[src/rtl/vga_timing_pkg.sv]
// Shared VGA 640x480 timing constants and capture state encoding.
// Consumed by the frame-capture block and the display timing generator.
package vga_timing_pkg;

    localparam int H_SYNC_DEF   = 96;
    localparam int H_BP_DEF     = 48;
    localparam int H_ACTIVE_DEF = 640;
    localparam int H_FP_DEF     = 16;
    localparam int V_SYNC_DEF   = 2;
    localparam int V_BP_DEF     = 33;
    localparam int V_ACTIVE_DEF = 480;
    localparam int V_FP_DEF     = 10;

    localparam int H_TOTAL     = H_SYNC_DEF + H_BP_DEF + H_ACTIVE_DEF + H_FP_DEF;
    localparam int V_TOTAL     = V_SYNC_DEF + V_BP_DEF + V_ACTIVE_DEF + V_FP_DEF;
    localparam int H_ACT_BEGIN = H_SYNC_DEF + H_BP_DEF;
    localparam int H_ACT_END   = H_ACT_BEGIN + H_ACTIVE_DEF;
    localparam int V_ACT_BEGIN = V_SYNC_DEF + V_BP_DEF;
    localparam int V_ACT_END   = V_ACT_BEGIN + V_ACTIVE_DEF;

    localparam int HCNT_BITS = 12;
    localparam int VCNT_BITS = 11;

    typedef enum logic [1:0] {
        S_IDLE    = 2'd0,
        S_ARM     = 2'd1,
        S_CAPTURE = 2'd2
    } cap_state_e;

endpackage

[src/rtl/vga_capture_sync_edge_detect.sv]
// Registers one active-low sync input and flags its 1-to-0 transitions
// by comparing the registered level with the previous registered sample.
module sync_edge_detect (
    input  logic clock,
    input  logic reset,
    input  logic sync_in,
    output logic level,
    output logic fall
);

    logic prev;

    // NOTE: sequential state uses non-blocking assignments so every register samples pre-edge values.
    always_ff @(posedge clock or posedge reset) begin
        if (reset) begin
            level <= 1'b0;
            prev  <= 1'b0;
        end else begin
            level <= sync_in;
            prev  <= level;
        end
    end

    assign fall = prev & ~level;

endmodule

[src/rtl/vga_capture.sv]
// Frame grabber on the VGA receive side: recovers the active window from the
// sync edges and writes one full RGB565 frame to video memory per start.
module vga_capture
    import vga_timing_pkg::*;
#(
    parameter int H_SYNC_A              = H_SYNC_DEF,
    parameter int H_BACK_PORCH_B        = H_BP_DEF,
    parameter int H_ACTIVE_VIDEO_TIME_C = H_ACTIVE_DEF,
    parameter int H_FRONT_PORCH_D       = H_FP_DEF,
    parameter int V_SYNC_O              = V_SYNC_DEF,
    parameter int V_BACK_PORCH_P        = V_BP_DEF,
    parameter int V_ACTIVE_VIDEO_TIME_Q = V_ACTIVE_DEF,
    parameter int V_FRONT_PORCH_R       = V_FP_DEF,
    parameter int VM_ADDR_BITS          = 23
) (
    input  logic                  clock,
    input  logic                  reset,
    input  logic                  start,
    input  logic                  hsync,
    input  logic                  vsync,
    input  logic [4:0]            red,
    input  logic [5:0]            green,
    input  logic [4:0]            blue,
    output logic                  wr_en,
    output logic [VM_ADDR_BITS:0] wr_addr,
    output logic [15:0]           wr_data,
    output logic                  busy,
    output logic                  frame_done,
    output logic                  error
);

    localparam int ADDR_W   = VM_ADDR_BITS + 1;
    localparam int HPOS_W   = HCNT_BITS + 1;
    localparam int VPOS_W   = VCNT_BITS + 1;
    localparam int LINE_LEN = H_SYNC_A + H_BACK_PORCH_B + H_ACTIVE_VIDEO_TIME_C + H_FRONT_PORCH_D;

    localparam logic [HCNT_BITS-1:0] LINE_LAST   = HCNT_BITS'(LINE_LEN - 1);
    localparam logic [HCNT_BITS-1:0] HCNT_MAX    = '1;
    localparam logic [HPOS_W-1:0]    H_WIN_BEGIN = HPOS_W'(H_SYNC_A + H_BACK_PORCH_B);
    localparam logic [HPOS_W-1:0]    H_WIN_END   = HPOS_W'(H_SYNC_A + H_BACK_PORCH_B + H_ACTIVE_VIDEO_TIME_C);
    localparam logic [VPOS_W-1:0]    V_WIN_BEGIN = VPOS_W'(V_SYNC_O + V_BACK_PORCH_P);
    localparam logic [VPOS_W-1:0]    V_WIN_END   = VPOS_W'(V_SYNC_O + V_BACK_PORCH_P + V_ACTIVE_VIDEO_TIME_Q);
    localparam logic [ADDR_W-1:0]    LAST_ADDR   = ADDR_W'(H_ACTIVE_VIDEO_TIME_C * V_ACTIVE_VIDEO_TIME_Q - 1);

    logic                 hs_lvl, hfall, vs_lvl, vfall;
    logic [15:0]          rgb_q;
    logic [HCNT_BITS-1:0] hcnt;
    logic [VCNT_BITS-1:0] vcnt;
    logic [HPOS_W-1:0]    h_pos;
    logic [VPOS_W-1:0]    v_pos;
    logic                 pix_active, line_err, timing_err, hfall_exempt;
    logic [ADDR_W-1:0]    addr_cnt;
    cap_state_e           state;

    sync_edge_detect u_hsync (.clock(clock), .reset(reset), .sync_in(hsync), .level(hs_lvl), .fall(hfall));
    sync_edge_detect u_vsync (.clock(clock), .reset(reset), .sync_in(vsync), .level(vs_lvl), .fall(vfall));

    always_ff @(posedge clock or posedge reset) begin
        if (reset) begin
            rgb_q <= '0;
            hcnt  <= '0;
            vcnt  <= '0;
        end else begin
            rgb_q <= {red, green, blue};
            if (hfall)
                hcnt <= '0;
            else if (hcnt != HCNT_MAX)
                hcnt <= hcnt + 1'b1;
            if (vfall)
                vcnt <= '0;
            else if (hfall)
                vcnt <= vcnt + 1'b1;
        end
    end

    // hcnt/vcnt trail the stage-1 pixel by one clock; h_pos/v_pos are that pixel's coordinates.
    always_comb begin
        h_pos      = hfall ? '0 : {1'b0, hcnt} + 1'b1;
        v_pos      = vfall ? '0 : (hfall ? {1'b0, vcnt} + 1'b1 : {1'b0, vcnt});
        pix_active = (h_pos >= H_WIN_BEGIN) && (h_pos < H_WIN_END) &&
                     (v_pos >= V_WIN_BEGIN) && (v_pos < V_WIN_END) &&
                     hs_lvl && vs_lvl;
        line_err   = hfall && !hfall_exempt && (hcnt != LINE_LAST);
        timing_err = line_err || (hcnt == HCNT_MAX);
    end

    always_ff @(posedge clock or posedge reset) begin
        if (reset) begin
            state        <= S_IDLE;
            wr_en        <= 1'b0;
            wr_addr      <= '0;
            wr_data      <= '0;
            busy         <= 1'b0;
            frame_done   <= 1'b0;
            error        <= 1'b0;
            addr_cnt     <= '0;
            hfall_exempt <= 1'b0;
        end else begin
            // NOTE: single-cycle strobes default low here and are raised only in the cycles that need them.
            wr_en      <= 1'b0;
            frame_done <= 1'b0;
            case (state)
                S_IDLE: begin
                    if (start) begin
                        state        <= S_ARM;
                        busy         <= 1'b1;
                        error        <= 1'b0;
                        addr_cnt     <= '0;
                        hfall_exempt <= 1'b1;
                    end
                end
                S_ARM: begin
                    if (hfall)
                        hfall_exempt <= 1'b0;
                    if (timing_err) begin
                        state <= S_IDLE;
                        busy  <= 1'b0;
                        error <= 1'b1;
                    end else if (vfall) begin
                        state <= S_CAPTURE;
                    end
                end
                S_CAPTURE: begin
                    if (timing_err) begin
                        state <= S_IDLE;
                        busy  <= 1'b0;
                        error <= 1'b1;
                    end else if (pix_active) begin
                        wr_en    <= 1'b1;
                        wr_addr  <= addr_cnt;
                        wr_data  <= rgb_q;
                        addr_cnt <= addr_cnt + 1'b1;
                        if (addr_cnt == LAST_ADDR) begin
                            frame_done <= 1'b1;
                            state      <= S_IDLE;
                            busy       <= 1'b0;
                        end
                    end
                end
                default: begin
                    state <= S_IDLE;
                    busy  <= 1'b0;
                end
            endcase
        end
    end

endmodule

[config.mk]
export PLATFORM = sky130hd
export DESIGN_NAME = vga_capture
export DESIGN_NICKNAME = d
export VERILOG_FILES = /design/src/rtl/vga_timing_pkg.sv /design/src/rtl/vga_capture_sync_edge_detect.sv /design/src/rtl/vga_capture.sv
export SDC_FILE = /design/constraint.sdc
export NUM_CORES = 1
export LEC_CHECK = 0
export ABC_AREA = 1
export CAP_MARGIN = 20
export CORE_MARGIN = 3
export CORE_UTILIZATION = 50
export CTS_CLUSTER_SIZE = 8
export DETAILED_ROUTE_END_ITERATION = 10
export PLACE_DENSITY = 0.83
export SLEW_MARGIN = 20
export SYNTH_ARGS = -nofsm -noshare
export SYNTH_HDL_FRONTEND = slang
export SYNTH_SLANG_ARGS = --single-unit
[constraint.sdc]
create_clock -name clock -period 3.9 [get_ports clock]
set_input_delay 0.585 -clock clock [delete_from_list [all_inputs] [get_ports clock]]
set_output_delay 0.585 -clock clock [all_outputs]
set_load 0.005 [all_outputs]
==> results.sh, run 1 <==
export IMPL_outcome="finished, final reports clean"
export IMPL_ctsHoldBuffers=0
export IMPL_cts_htree_levels=4
export IMPL_ir_drop_uv=288
export IMPL_yosys_cell_types_count=34
export IMPL_period_needed_ps=3090
export IMPL_synth_edf_count=0
export IMPL_ff2ff_path_depth=15
export IMPL_dieArea_mm2=0.0126
export IMPL_path_cells="ha_1 > nand2_2 > nor2_4 > nand3_1 > nand2_1 > nand3_1 > nor2_1 > nand2_1 > nand2_1 > inv_1 > nand3_2 > nand2_2 > nand2_2 > nand2_1 > o21ai_1"
export IMPL_diodes=0
export IMPL_cp_arrival_ps=3390
export IMPL_fin_skew_ps=8.92
export IMPL_comb_power_share=0.122
export IMPL_grt_pass1_wl_um=22100
export IMPL_drv_slew=0
export IMPL_drcViolationCount=0
export IMPL_crit_fanout=47
export IMPL_cpMostUsedCell="nand2_1"
export IMPL_dr_first_iter_drc_count=379
export IMPL_fin_ws_ps=806
export IMPL_rr_startpoint="hcnt[0]"
export IMPL_vias=4716
export IMPL_dp_slack_ps=975
export IMPL_hold_viol_final=0
export IMPL_antenna_found_initial=0
export IMPL_tns_ps=0
export IMPL_ctsResizeCount=0
export IMPL_tightest_slew_ps=1030
export IMPL_hold_class="reg2reg"
export IMPL_cp_end_kind="register"
export IMPL_postLayoutCoreUtil=0.639
export IMPL_cts_buffers=17
export IMPL_ant_nets=0
export IMPL_yosysMostFrequentCell="nand2_1"
export IMPL_dieWidth_um=112
export IMPL_sw_frac_of_total=0.260
export IMPL_whs_ps=409
export IMPL_tritoncts="yes"
export IMPL_place_detailed_hpwl_um=8670
export IMPL_crit_path_top_delay_cell="nand2_2"
export IMPL_gp_congestion=0.958
export IMPL_required_ps=4200
export IMPL_grt_pass1_vias=4725
export IMPL_switchingPower_mw=0.886
export IMPL_coreArea_mm2=0.0109
export IMPL_area_growth_pct=23.9
export IMPL_ios=65
export IMPL_timing_max_cap_violations=0
export IMPL_internal_power_mw=2.52
export IMPL_seq_area_frac_synth=0.505
export IMPL_grt_max_degree=72
export IMPL_synth_area_leader_cell="dfrtp_1"
export IMPL_timing_final_crit_share=0.793
export IMPL_clkSinkCount=114
export IMPL_rsz0062_at_grt="no"
export IMPL_r2r_end="addr_cnt[1]"
export IMPL_clock_fmax_mhz=323
export IMPL_crit_end="addr_cnt[1]"
export IMPL_drive_above_1_share=0.131
export IMPL_synth_top_area_frac=0.505
export IMPL_postSynthAreaPerCell_um2=8.22
export IMPL_post_cts_setup_buffers=0
export IMPL_finalSetupViolations=0
export IMPL_synth_seq_cells=114
export IMPL_leakage_nw=3.30
export IMPL_min_path_cells=0
export IMPL_wl_per_cell_um=14.2
export IMPL_slowest_delay_ps=760
export IMPL_synth_warnings=0
export IMPL_max_clock_path_buffers=2
export IMPL_via_per_inst=5.22
export IMPL_syn_inst=687
export IMPL_synth_common_cells="nand2_1, dfrtp_1, inv_1, nand3_1, nor2_1"
export IMPL_io_buffers=64
export IMPL_dp_cells=871
export IMPL_rows=38
export IMPL_overflow=0
export IMPL_nNetsFinal=777
export IMPL_async_flop_share=1.00
export IMPL_rrSetupSlack_ps=810
export IMPL_wl_um=12900
export IMPL_synth_nets=714
export IMPL_pwr_density_cell_mw_per_mm2=486
export IMPL_cts_root_buf="clkbuf_16"
export IMPL_fin_cells=903
export IMPL_synthTopCellsByArea="dfrtp_1, nand2_1, nand3_1, inv_1, nor2_1"
export IMPL_critPathKind="reg2reg"
export IMPL_cp_startpoint="hcnt[0]"
export IMPL_clk_latency_ps=410
export IMPL_clk_pin_slew_worst_paths_ps=60
export IMPL_die_h_um=112
export IMPL_track_usage=0.214
export IMPL_start_kind="register"
export IMPL_start_util=0.516
export IMPL_firstDrtPassIters=7
export IMPL_netlist_area_mm2=0.00564
export IMPL_seqPwrFrac=0.379
export IMPL_max_slew_margin=0.312
export IMPL_synth_flop_cell="dfrtp_1"
export IMPL_clkPwrFrac=0.500
-- area by class of cell --
type	count	area, um^2
multi-input cells	483	2390
flip-flops and latches	114	2850
repair buffers	66	668
inverters	68	258
fillers	922	3940
well taps	140	175
clock inverters	13	209
clock buffers	19	443
-- kinds of logic after synthesis --
| kind of cell | after synthesis | synth area share |
|---|---|---|
| buffers and inverters | 90 | 0.0716 |
| AO/OA/AOI/OAI | 55 | 0.0607 |
| AND/OR/NAND/NOR | 403 | 0.319 |
| adder cells (fa/ha/maj) | 6 | 0.0133 |
| flip-flops | 114 | 0.505 |
| XOR/XNOR | 19 | 0.0295 |
-- state kept, by name, indices dropped and copies added, names as in the netlist --
register	count
rgb_q	16
addr_cnt	24
hcnt	12
u_hsync.level	1
busy	1
wr_data	16
frame_done	1
u_hsync.prev	1
wr_addr	24
error	1
wr_en	1
u_vsync.prev	1
vcnt	11
hfall_exempt	1
u_vsync.level	1
state	2
-- power by group through the flow --
stage | Combinational (mW) | Clock, mW | Sequential, mW
final | 0.414 | 1.70 | 1.29
after global routing | 0.469 | 1.77 | 1.29
after CTS | 0.415 | 1.71 | 1.29
after detailed placement | 0.410 | 0 | 1.30
after global placement | 0.392 | 0 | 1.30
after floorplan | 0.351 | 0 | 1.29
-- worst min-delay path by stage --
stage | start | to | slack, ps
after CTS | u_vsync.level | u_vsync.prev | 410
after floorplan | u_vsync.level | u_vsync.prev | 370
after global placement | u_vsync.level | u_vsync.prev | 390
final | u_vsync.level | u_vsync.prev | 410
after detailed placement | u_vsync.level | u_vsync.prev | 400
after global routing | u_vsync.level | u_vsync.prev | 420
-- per-layer routing --
metal / vias up / part of all wire / track usage
met5: - / 0 / 0
met4: 0 / 0.013 / 0.0761
met3: 16 / 0.049 / 0.0534
met2: 130 / 0.48 / 0.350
met1: 2267 / 0.46 / 0.279
li1: 2303 / - / -
-- metrics by stage --
step / instance area [um^2] / total power, mW
2_1_floorplan: 5640 / 1.65
3_3_place_gp: 6340 / 1.69
3_5_place_dp: 6340 / 1.71
4_1_cts: 6990 / 3.41
5_1_grt: 6990 / 3.53
6_report: 6990 / 3.40
-- worst max-delay path, delay by kind of cell, from the launching register on --
family	cells	cell delay, ps
adders and majority gates	1	210
AOI/OAI and AO/OA	1	170
and+or+nand+nor	12	2120
buffers and inverters	1	50
DFF	1	420
-- placed cells by master, fill, tap and decap left out, drive strengths merged --
cell type / count
a211oi: 1
a21oi: 9
a31oi: 1
buf: 2
bufinv: 5
clkbuf: 19
clkdlybuf4s50: 64
clkinv: 6
clkinvlp: 3
dfrtp: 114
ha: 6
inv: 67
nand2: 237
nand3: 57
nand3b: 3
nand4: 10
nor2: 57
nor3: 14
nor3b: 1
nor4: 8
o21ai: 41
o21bai: 3
or2: 16
xnor2: 3
xor2: 16
Power figures use the tool's default switching activity.
==> inputs of run 2 (changes only) <==
- PLACE_DENSITY: 0.83 -> 0.86
- clock period: 3.9 -> 2.7 ns (I/O delays scaled with it)
==> run 2 against run 1 <==
Register-to-register slack worse by 500 ps. Clock power rose by 32%. Non-clock buffer count rose by 9. Global-route usage grew 0.42 points. Sequential power increased by 44%.
==> results.sh, run 2 (synthesized netlist as in run 1, its figures left out) <==
export IMPL_outcome="finished, final reports clean"
export IMPL_sw_frac_of_total=0.289
export IMPL_leakage_nw=3.32
export IMPL_cp_arrival_ps=2740
export IMPL_final_common_cell="nand2_1"
export IMPL_grt_pass1_vias=4744
export IMPL_postLayoutCoreUtil=0.641
export IMPL_comb_power_share=0.137
export IMPL_wl_per_cell_um=14.5
export IMPL_pwr_density_cell_mw_per_mm2=680
export IMPL_cts_root_buf="clkbuf_16"
export IMPL_crit_end="wr_data[7]"
export IMPL_clkSinkCount=114
export IMPL_drv_slew=0
export IMPL_antenna_found_initial=0
export IMPL_fin_ws_ps=303
export IMPL_wl_um=13200
export IMPL_clkPwrFrac=0.473
export IMPL_dp_slack_ps=242
export IMPL_die_h_um=112
export IMPL_ios=65
export IMPL_most_common_layout_cells="nand2_1, dfrtp_1, clkdlybuf4s50_1"
export IMPL_cts_htree_levels=4
export IMPL_ant_nets=0
export IMPL_clk_latency_ps=410
export IMPL_max_slew_margin=0.652
export IMPL_cts_buffers=17
export IMPL_io_buffers=64
export IMPL_overflow=0
export IMPL_nNetsFinal=786
export IMPL_internal_power_mw=3.39
export IMPL_tritoncts="yes"
export IMPL_rsz0062_at_grt="no"
export IMPL_vias=4776
export IMPL_start_util=0.516
export IMPL_drive_above_1_share=0.142
export IMPL_clk_pin_slew_worst_paths_ps=60
export IMPL_rrSetupSlack_ps=300
export IMPL_critPathKind="reg2reg"
export IMPL_hold_viol_final=0
export IMPL_finalSetupViolations=0
export IMPL_rr_startpoint="hcnt[0]"
export IMPL_via_per_inst=5.24
export IMPL_top_regs="addr_cnt x24, wr_addr x24"
export IMPL_grt_max_degree=52
export IMPL_dieArea_mm2=0.0126
export IMPL_nFillCells=861
export IMPL_cp_startpoint="hcnt[0]"
export IMPL_ir_drop_uv=368
export IMPL_max_clock_path_buffers=2
export IMPL_post_cts_setup_buffers=0
export IMPL_cp_end_kind="register"
export IMPL_track_usage=0.218
export IMPL_dieWidth_um=112
export IMPL_clock_fmax_mhz=417
export IMPL_timing_max_cap_violations=0
export IMPL_timing_final_crit_share=0.888
export IMPL_period_needed_ps=2400
export IMPL_gp_congestion=0.954
export IMPL_fin_skew_ps=6.66
export IMPL_required_ps=3040
export IMPL_place_detailed_hpwl_um=8770
export IMPL_firstDrtPassIters=5
export IMPL_rows=38
export IMPL_diodes=0
export IMPL_start_kind="register"
export IMPL_seqPwrFrac=0.390
export IMPL_r2r_end="wr_data[7]"
export IMPL_hold_class="in2async"
export IMPL_area_growth_pct=24.2
export IMPL_crit_fanout=31
export IMPL_tns_ps=0
export IMPL_switchingPower_mw=1.38
export IMPL_grt_pass1_wl_um=22300
export IMPL_ff2ff_path_depth=15
export IMPL_drcViolationCount=0
export IMPL_dr_first_iter_drc_count=350
export IMPL_coreArea_mm2=0.0109
export IMPL_tightest_slew_ps=518
[run 2: per-stage QoR]
| step | cell area (um^2) | cells | power [mW] | hold slack [ps] |
|---|---|---|---|---|
| after detailed placement | 6410 | 880 | 2.53 | 383 |
| after floorplan | 5650 | 687 | 2.38 | 374 |
| after CTS | 7010 | 912 | 4.79 | 301 |
| after global placement | 6410 | 880 | 2.51 | 378 |
| after global routing | 7010 | 912 | 4.96 | 323 |
| final | 7010 | 912 | 4.76 | 299 |
[run 2: repair_timing]
item / in CTS / in global routing
setup endpoints to repair: 0 / 30
hold buffers: 0 / 0
gates resized for setup: 0 / 2
[run 2: worst max-delay path: stages (launching register included)]
cell and delay [ps]:
dfrtp_1 420, ha_1 220, nand2_2 100, nor2_4 240
nand3_1 130, nand2_1 80, nand3_1 130, nand3_1 130
nor2_1 60, nor2_2 90, nand3_2 120, inv_2 70
nand2_2 80, inv_4 260, nand2_1 110, nand2_1 100
[run 2: layout make-up]
type                       instances  area, um^2  share of cell area
clock buffer                      17         425              0.0607
tap                              140         175              0.0250
clock inverter                    15         170              0.0243
inverter                          68         262              0.0373
timing repair buffer              75         736               0.105
multi-input combinational        483        2390               0.341
sequential                       114        2850               0.407
[run 2: routing by layer]
metal	GRT usage	wire, um
met5	0	0
met4	0.0673	244
met3	0.0550	685
met2	0.352	6440
met1	0.293	5830
[run 2: power groups by stage]
stage	Sequential, mW	Clock, mW	Combinational [mW]
final	1.86	2.25	0.653
after global routing	1.87	2.36	0.731
after CTS	1.86	2.28	0.655
after detailed placement	1.88	0	0.643
after global placement	1.88	0	0.629
after floorplan	1.87	0	0.507
[run 2: how the worst min path moves through the flow]
stage	cells past startpoint	slack, ps	startpoint	to
after floorplan	0	370	u_vsync.level	u_vsync.prev
after global placement	0	380	u_vsync.level	u_vsync.prev
after detailed placement	0	380	u_vsync.level	u_vsync.prev
after CTS	2	300	reset	wr_data[14]
after global routing	2	320	reset	wr_data[12]
final	2	300	reset	wr_data[14]
==> inputs of run 3 (changes only) <==
- PLACE_DENSITY: 0.86 -> 0.83
- SKIP_LAST_GASP: default -> 1
- clock period: 2.7 -> 2.4 ns (I/O delays scaled with it)
==> run 3 against run 2 <==
Wire length increased by 16%. Combinational power increased by 70%. Design area increased by 6.2%. Power increased by 19%. Sequential power increased by 13%. Worst setup slack got worse by 280 ps. Clock skew increased by 1.3 ps. Die area unchanged.
==> results.sh, run 3 (synthesized netlist as in run 1, its figures left out) <==
export IMPL_outcome="finished, final reports clean"
export IMPL_pwr_density_cell_mw_per_mm2=761
export IMPL_rsz0062_at_grt="yes"
export IMPL_comb_power_share=0.196
export IMPL_start_util=0.516
export IMPL_cts_buffers=17
export IMPL_max_slew_margin=0.604
export IMPL_vias=5194
export IMPL_cp_arrival_ps=2680
export IMPL_seqPwrFrac=0.370
export IMPL_switchingPower_mw=1.60
export IMPL_top_regs="addr_cnt x24, wr_addr x24"
export IMPL_r2r_end="addr_cnt[8]"
export IMPL_leakage_nw=3.49
export IMPL_place_area_mm2=0.00647
export IMPL_area_growth_pct=31.8
export IMPL_ir_drop_uv=557
export IMPL_tightest_slew_ps=589
export IMPL_firstDrtPassIters=6
export IMPL_io_buffers=64
export IMPL_max_clock_path_buffers=2
export IMPL_diodes=0
export IMPL_overflow=0
export IMPL_via_per_inst=5.58
export IMPL_ff2ff_path_depth=17
export IMPL_antenna_found_initial=0
export IMPL_grt_pass1_vias=4721
export IMPL_start_kind="register"
export IMPL_sw_frac_of_total=0.282
export IMPL_dieArea_mm2=0.0126
export IMPL_dieWidth_um=112
export IMPL_coreArea_mm2=0.0109
export IMPL_wl_per_cell_um=16.5
export IMPL_track_usage=0.219
export IMPL_drv_slew=0
export IMPL_clk_latency_ps=420
export IMPL_timing_max_cap_violations=0
export IMPL_wl_um=15400
export IMPL_clock_fmax_mhz=420
export IMPL_critPathKind="reg2reg"
export IMPL_dr_first_iter_drc_count=492
export IMPL_crit_fanout=7
export IMPL_most_common_layout_cells="nand2_1, dfrtp_1, clkdlybuf4s50_1"
export IMPL_gp_congestion=0.950
export IMPL_clkPwrFrac=0.434
export IMPL_fin_cells=930
export IMPL_tritoncts="yes"
export IMPL_whs_ps=354
export IMPL_cts_root_buf="clkbuf_16"
export IMPL_rr_startpoint="vcnt[0]"
export IMPL_nNetsFinal=804
export IMPL_ant_nets=0
export IMPL_cts_htree_levels=4
export IMPL_grt_pass1_wl_um=22300
export IMPL_die_h_um=112
export IMPL_grt_max_degree=48
export IMPL_drcViolationCount=0
export IMPL_required_ps=2700
export IMPL_rrSetupSlack_ps=20
export IMPL_clk_pin_slew_worst_paths_ps=60
export IMPL_rows=38
export IMPL_clkSinkCount=114
export IMPL_period_needed_ps=2380
export IMPL_drive_above_1_share=0.180
export IMPL_cp_end_kind="register"
export IMPL_hold_class="in2async"
export IMPL_fin_area_mm2=0.00744
export IMPL_ctsHoldBuffers=0
export IMPL_timing_final_crit_share=0.992
export IMPL_dp_cells=881
export IMPL_power_total_mw=5.66
export IMPL_internal_power_mw=4.07
export IMPL_place_detailed_hpwl_um=9070
export IMPL_ios=65
export IMPL_tns_ps=0
export IMPL_finalSetupViolations=0
export IMPL_fin_skew_ps=7.91
export IMPL_final_common_cell="nand2_1"
export IMPL_hold_viol_final=0
## run 3: per-stage QoR
| stage | worst slack [ps] | utilization |
|---|---|---|
| 3_3_place_gp | 183 | 0.591 |
| 4_1_cts | 36.5 | 0.645 |
| 2_1_floorplan | 345 | - |
| 5_1_grt | -94.7 | 0.680 |
| 6_report | 19.8 | 0.680 |
| 3_5_place_dp | 56.9 | 0.591 |
## run 3: worst max-delay path: stages, from the launching register on
cell and delay [ps]:
dfrtp_1 400, ha_2 230, nand2_2 70, nor2_4 180
nand2_1 90, o21bai_1 190, nand3_2 110, nand2_2 120
nor2_1 50, nand2_1 80, nand2_2 50, inv_2 60
nand3_4 100, nand2_4 120, nand2_8 100, clkbuf_16 180
nand2_1 50, o21ai_1 70
## run 3: timing repair
| item | in CTS | in global routing |
|---|---|---|
| buffers inserted | 0 | 6 |
| endpoints found under the setup margin | 0 | 69 |
| resized for setup | 0 | 32 |
## run 3: how the worst max path moves through the flow
| stage | start | end | cells past startpoint |
|---|---|---|---|
| 6_report | vcnt[0] | addr_cnt[8] | 17 |
| 5_1_grt | vcnt[0] | wr_addr[22] | 18 |
| 4_1_cts | hcnt[0] | wr_data[13] | 16 |
| 3_5_place_dp | hcnt[0] | wr_data[13] | 16 |
| 3_3_place_gp | hcnt[0] | wr_addr[1] | 15 |
| 2_1_floorplan | hcnt[0] | addr_cnt[8] | 16 |
## run 3: routing by layer
layer	vias to the layer above	GRT usage	wire, um
met5	-	0	0
met4	0	0.104	623
met3	59	0.0512	1320
met2	306	0.343	7440
met1	2461	0.288	5990
li1	2368	-	-
## run 3: cell type report
cell class,count,area (um^2)
clock buffer,21,470
clock inverter,11,110
timing repair buffer,92,1060
tap,140,175
inverter,68,269
sequential,114,2850
fill,796,3500
multi-input combinational,484,2500
## run 3: power by group through the flow
stage	sequential [mW]	clock (mW)	combinational, mW
2_1_floorplan	2.10	0	0.571
5_1_grt	2.11	2.57	1.19
3_5_place_dp	2.12	0	0.749
3_3_place_gp	2.11	0	0.708
6_report	2.10	2.46	1.11
4_1_cts	2.09	2.47	0.755
